**src/rtl/sc_decoder.sv**
```systemverilog
// rtl/sc_decoder.sv - stochastic bitstream to binary decoder, N parallel channels
module sc_decoder #(
    parameter int W = 6,
    parameter int N = 2,
    localparam int KW = $clog2(W + 1)
) (
    input  logic          clk,
    input  logic          rst,
    input  logic          start,
    input  logic [KW-1:0] k_log2,
    input  logic [N-1:0]  bs_in,
    input  logic          bs_valid,
    output logic          busy,
    output logic [W-1:0]  Bxs [N-1:0],
    output logic          out_valid,
    input  logic          out_ready
);

    typedef enum logic [1:0] {
        IDLE = 2'd0,
        ACC  = 2'd1,
        DONE = 2'd2
    } state_t;

    state_t        state;
    logic [KW-1:0] len;
    logic [W:0]    bit_cnt;
    logic [W:0]    cnt [N-1:0];

    logic [KW-1:0] len_in;
    logic [W:0]    bit_nxt;
    logic [W:0]    target;
    logic [KW-1:0] shift;
    logic [W:0]    cnt_nxt [N-1:0];
    logic [2*W:0]  scaled  [N-1:0];
    logic [W-1:0]  sat_val [N-1:0];

    // Clamp the requested integration length and precompute next counts and the
    // scaled, saturated estimate that would be captured on the final bit.
    always_comb begin
        len_in  = (k_log2 > KW'(W)) ? KW'(W) : k_log2;
        bit_nxt = bit_cnt + 1'b1;
        target  = (W+1)'(1) << len;
        shift   = KW'(W) - len;
        for (int i = 0; i < N; i++) begin
            cnt_nxt[i] = cnt[i] + {{W{1'b0}}, bs_in[i]};
            scaled[i]  = {{W{1'b0}}, cnt_nxt[i]} << shift;
            // Any bit at or above 2^W means the estimate exceeds full scale.
            sat_val[i] = (|scaled[i][2*W:W]) ? {W{1'b1}} : scaled[i][W-1:0];
        end
    end

    // Control FSM with counters and registered outputs.
    always_ff @(posedge clk or posedge rst) begin
        if (rst) begin
            state     <= IDLE;
            len       <= '0;
            bit_cnt   <= '0;
            busy      <= 1'b0;
            out_valid <= 1'b0;
            for (int i = 0; i < N; i++) begin
                cnt[i] <= '0;
                Bxs[i] <= '0;
            end
        end else begin
            case (state)
                IDLE: begin
                    if (start) begin
                        len     <= len_in;
                        bit_cnt <= '0;
                        for (int i = 0; i < N; i++) cnt[i] <= '0;
                        busy    <= 1'b1;
                        state   <= ACC;
                    end
                end
                ACC: begin
                    if (bs_valid) begin
                        bit_cnt <= bit_nxt;
                        for (int i = 0; i < N; i++) cnt[i] <= cnt_nxt[i];
                        if (bit_nxt == target) begin
                            for (int i = 0; i < N; i++) Bxs[i] <= sat_val[i];
                            out_valid <= 1'b1;
                            state     <= DONE;
                        end
                    end
                end
                DONE: begin
                    if (out_ready) begin
                        out_valid <= 1'b0;
                        busy      <= 1'b0;
                        state     <= IDLE;
                    end
                end
                default: begin
                    out_valid <= 1'b0;
                    busy      <= 1'b0;
                    state     <= IDLE;
                end
            endcase
        end
    end

endmodule

```
**config.mk**
```make
export PLATFORM = sky130hd
export DESIGN_NAME = sc_decoder
export DESIGN_NICKNAME = d
export VERILOG_FILES = /design/src/rtl/sc_decoder.sv
export SDC_FILE = /design/constraint.sdc
export NUM_CORES = 1
export LEC_CHECK = 0
export CELL_PAD_IN_SITES_DETAIL_PLACEMENT = 0
export CELL_PAD_IN_SITES_GLOBAL_PLACEMENT = 1
export CORE_MARGIN = 1
export CORE_UTILIZATION = 44
export DETAILED_ROUTE_END_ITERATION = 8
export PLACE_DENSITY_LB_ADDON = 0.08
export SLEW_MARGIN = 20
export SYNTH_ARGS = -nofsm -noshare
export SYNTH_HDL_FRONTEND = slang
export SYNTH_SLANG_ARGS = --single-unit
```
**constraint.sdc**
```tcl
create_clock -name clk -period 2.8 [get_ports clk]
set_input_delay 0.28 -clock clk [delete_from_list [all_inputs] [get_ports clk]]
set_output_delay 0.28 -clock clk [all_outputs]
set_load 0.02 [all_outputs]
```
==> results of run 1 <==
synthesized netlist by cell type (3+ instances only):
cell and count:
sky130_fd_sc_hd__mux2_2 4, sky130_fd_sc_hd__nor2b_1 3, sky130_fd_sc_hd__buf_2 6, sky130_fd_sc_hd__nand2b_1 4
sky130_fd_sc_hd__inv_1 8, sky130_fd_sc_hd__a31oi_1 17, sky130_fd_sc_hd__dfrtp_1 40, sky130_fd_sc_hd__nand3_1 13
sky130_fd_sc_hd__o31ai_1 8, sky130_fd_sc_hd__o21ai_0 39, sky130_fd_sc_hd__and3_1 5, sky130_fd_sc_hd__clkbuf_1 9
sky130_fd_sc_hd__nor2_1 34, sky130_fd_sc_hd__nor4_1 3, sky130_fd_sc_hd__nand2_1 35, sky130_fd_sc_hd__nand3b_1 3
sky130_fd_sc_hd__nand4_1 7, sky130_fd_sc_hd__a21oi_1 28, sky130_fd_sc_hd__xnor2_1 8, sky130_fd_sc_hd__xor2_1 4
sky130_fd_sc_hd__buf_6 6, sky130_fd_sc_hd__or2_2 3, sky130_fd_sc_hd__nor3_1 5, sky130_fd_sc_hd__ha_1 10
routing by layer:
layer / vias up / share of wire [%] / global-route usage (%)
met5: - / 0 / 0
met4: 0 / 0.95 / 5.08
met3: 6 / 4.0 / 3.26
met2: 67 / 45 / 33.3
met1: 1234 / 51 / 30.8
li1: 1339 / - / -
flip-flops by register name, indices dropped and copies added, names as in the netlist:
name / flops
Bxs: 12
bit_cnt: 7
busy: 1
cnt: 14
len: 3
out_valid: 1
state: 2
logic make-up (layout without fill, tap and decap cells):
group,after synthesis,count (layout),synth area share [%]
AO/OA/AOI/OAI,124,124,26.9
XOR/XNOR,12,12,3.58
adder cells (fa/ha/maj),10,10,4.27
buffers and inverters,36,55,7.17
flip-flops,40,40,34.1
multiplexers,5,5,1.88
AND/OR/NAND/NOR,129,129,22.1
layout make-up:
type                    count  area, sq um
clock buffers               6         82.6
repair buffers             38          343
fillers                   626         3100
well taps                  77         96.3
flip-flops and latches     40         1000
clock inverters             2         10.0
multi-input cells         280         1720
inverters                   9         33.8
stage by stage:
stage / power (uW) / worst slack (ps) / std cells
after floorplan: 2670 / 391 / 356
after global placement: 3320 / 133 / 444
after detailed placement: 3320 / 83.5 / 444
after CTS: 3740 / 359 / 452
after global routing: 4060 / 134 / 452
final: 3720 / 345 / 452
power groups by stage:
stage	combinational, uW	sequential (uW)	clock, uW
2_1_floorplan	1640	1040	0
3_3_place_gp	2350	968	0
3_5_place_dp	2340	976	0
4_1_cts	2350	965	420
5_1_grt	2610	999	446
6_report	2350	966	404
final timing paths:
check | to | slack [ps] | cells past startpoint | from
hold reg to reg | out_valid$_DFFE_PP0P_ | 500 | 1 | out_valid$_DFFE_PP0P_
min in group clk | out_valid$_DFFE_PP0P_ | 500 | 1 | out_valid$_DFFE_PP0P_
setup reg to reg | Bxs[11]$_DFFE_PP0P_ | 370 | 8 | bit_cnt[0]$_DFFE_PP0P_
max in group asynchronous | bit_cnt[1]$_DFFE_PP0P_ | 2020 | 3 | rst
hold / removal | out_valid$_DFFE_PP0P_ | 410 | 3 | rst
setup / recovery | Bxs[10]$_DFFE_PP0P_ | 350 | 8 | bs_in[1]
worst max-delay path: cells and delay by family:
kind | cells | cell delay [ps]
AOI/OAI and AO/OA | 4 | 1140
buffers and inverters | 1 | 430
and+or+nand+nor | 1 | 330
adders and majority gates | 1 | 250
xor gates and xnor gates | 1 | 200
==> impl_metrics.json, run 1 <==
{
  "status": "complete, no violations",
  "finish.net_count": 394,
  "cts-root-buf": "sky130_fd_sc_hd__clkbuf_8",
  "flow.area_growth_from_synthesis_pct": 12.1,
  "postPlaceCellArea_sq_um": 3200,
  "portbufs": 23,
  "antenna-diode-count": 0,
  "cts-buffers-inserted": 5,
  "max_slew.worst_pin.slew_ps": 778,
  "grt_setup_unrepaired": "no",
  "synth_sequential_area_ratio_pct": 34.1,
  "initial_core_util_pct": 45.9,
  "drt-pass1-iter-count": 5,
  "clkSinkCount": 40,
  "hold_path.class": "input port to asynchronous set/reset pin",
  "post-route-util_pct": 51.5,
  "die_footprint_sq_um": 7000,
  "finalClockSkew_ps": 6.30,
  "worst_ir_drop_vdd_uv": 549,
  "ioPinCount": 24,
  "cts-htree-levels": 2,
  "postRouteAntennaNets": 0,
  "floorplan.rows": 29,
  "p_sw_uw": 1790,
  "fmax_mhz": 407,
  "share_comb_of_total_power_pct": 63.2,
  "max_cap_viol_count": 0,
  "grt_usage_pct": 21.3,
  "internal_power_uw": 1930,
  "clock_latency_ps": 290,
  "timing.final.max_slew_violations": 0,
  "cp_max_fo": 5,
  "critical_path.endpoint_type": "flop",
  "syn-mean-instance-area_sq_um": 8.24,
  "drc": 0,
  "yosysTopAreaCell": "sky130_fd_sc_hd__dfrtp_1",
  "finalHoldWorstSlack_ps": 414,
  "routed-via-count": 2646,
  "layout.cells.most_common": "sky130_fd_sc_hd__dfrtp_1",
  "post_cts_buffers": 0,
  "worstPathCellList": "clkdlybuf4s50_1, ha_1, xor2_1, a221oi_2, o311ai_0, a32oi_1, and4b_1, a31oi_1",
  "maximum_number_of_pins_on_one_net_before_global_route_repair": 41,
  "grt.overflow.total": 0,
  "antenna_found_initial": 0,
  "critPathSlowestCell": "sky130_fd_sc_hd__a221oi_2",
  "timing.critical_path.from_type": "input port",
  "core-area_sq_um": 6390,
  "cts_tree": "built",
  "ys_ff_latch": 40,
  "post-route-period-util_pct": 87.7,
  "post-synth-top-area-fraction_pct": 34.1,
  "static-leakage-power_uw": 0.00135,
  "die-height_um": 83.6,
  "setup.worst_path.class": "input port to flop",
  "netlist-cell-type-count": 65,
  "syn-instance-count": 356,
  "critPathArrivalTime_ps": 2630,
  "route.detailed.wl_per_inst_um": 15.6,
  "synth-async-reset-ratio_pct": 100,
  "vias_per_cell": 5.85,
  "final_layout_size_suffix_gt1_share_pct": 11.2,
  "mostFrequentLayoutCells": "40 x sky130_fd_sc_hd__dfrtp_1, 39 x sky130_fd_sc_hd__o21ai_0, 35 x sky130_fd_sc_hd__nand2_1",
  "place_hpwl_um": 4990,
  "syn-num-nets": 376,
  "count_of_flip_flops_with_a_built_in_enable_after_synthesis": 0,
  "horiz_die_dim_um": 83.6,
  "holdBufCountCts": 0,
  "sw_frac_of_total_pct": 48.1,
  "design_area_sq_um": 3290,
  "postRouteWirelength_um": 7050,
  "grt_pass1_vias": 2473,
  "power_density_nw_per_um2": 1130,
  "rd_place_congestion": 0.849,
  "cts_buffer_depth": 2,
  "dominantRegCellSynth": "sky130_fd_sc_hd__dfrtp_1",
  "slew_headroom_pct": 48.0,
  "totalNegativeSetupSlack_ps": 0,
  "drt_first_iter_violations": 131,
  "global_route_wire_length_before_repair_um": 12100,
  "period_needed_ps": 2450,
  "synth.area.top_cells": "sky130_fd_sc_hd__dfrtp_1 34%, sky130_fd_sc_hd__o21ai_0 6.7%, sky130_fd_sc_hd__a21oi_1 4.8%",
  "crit_path_max_incr_delay_ps": 460,
  "finalSetupViolations": 0,
  "timing_hold_violations_final": 0,
  "mapped_area_sq_um": 2930,
  "worst_ep_required_time_ps": 2970,
  "worst_setup_hold_path_clk_slew_ps": 80,
  "synth-warning-count": 0,
  "cts-resized-gates": 0,
  "p_clk_share_pct": 10.8,
  "p_seq_share_pct": 25.9
}
(Power assumes the default switching activity.)
==> run 2: changes to the inputs <==
--- a/config.mk
+++ b/config.mk
@@ -5,6 +5,7 @@
 export SDC_FILE = /design/constraint.sdc
 export NUM_CORES = 1
 export LEC_CHECK = 0
+export CAP_MARGIN = 20
 export CELL_PAD_IN_SITES_DETAIL_PLACEMENT = 0
 export CELL_PAD_IN_SITES_GLOBAL_PLACEMENT = 1
 export CORE_MARGIN = 1
==> results of run 2 <==
Final layout, timing and power as in run 1 (identical DEF).
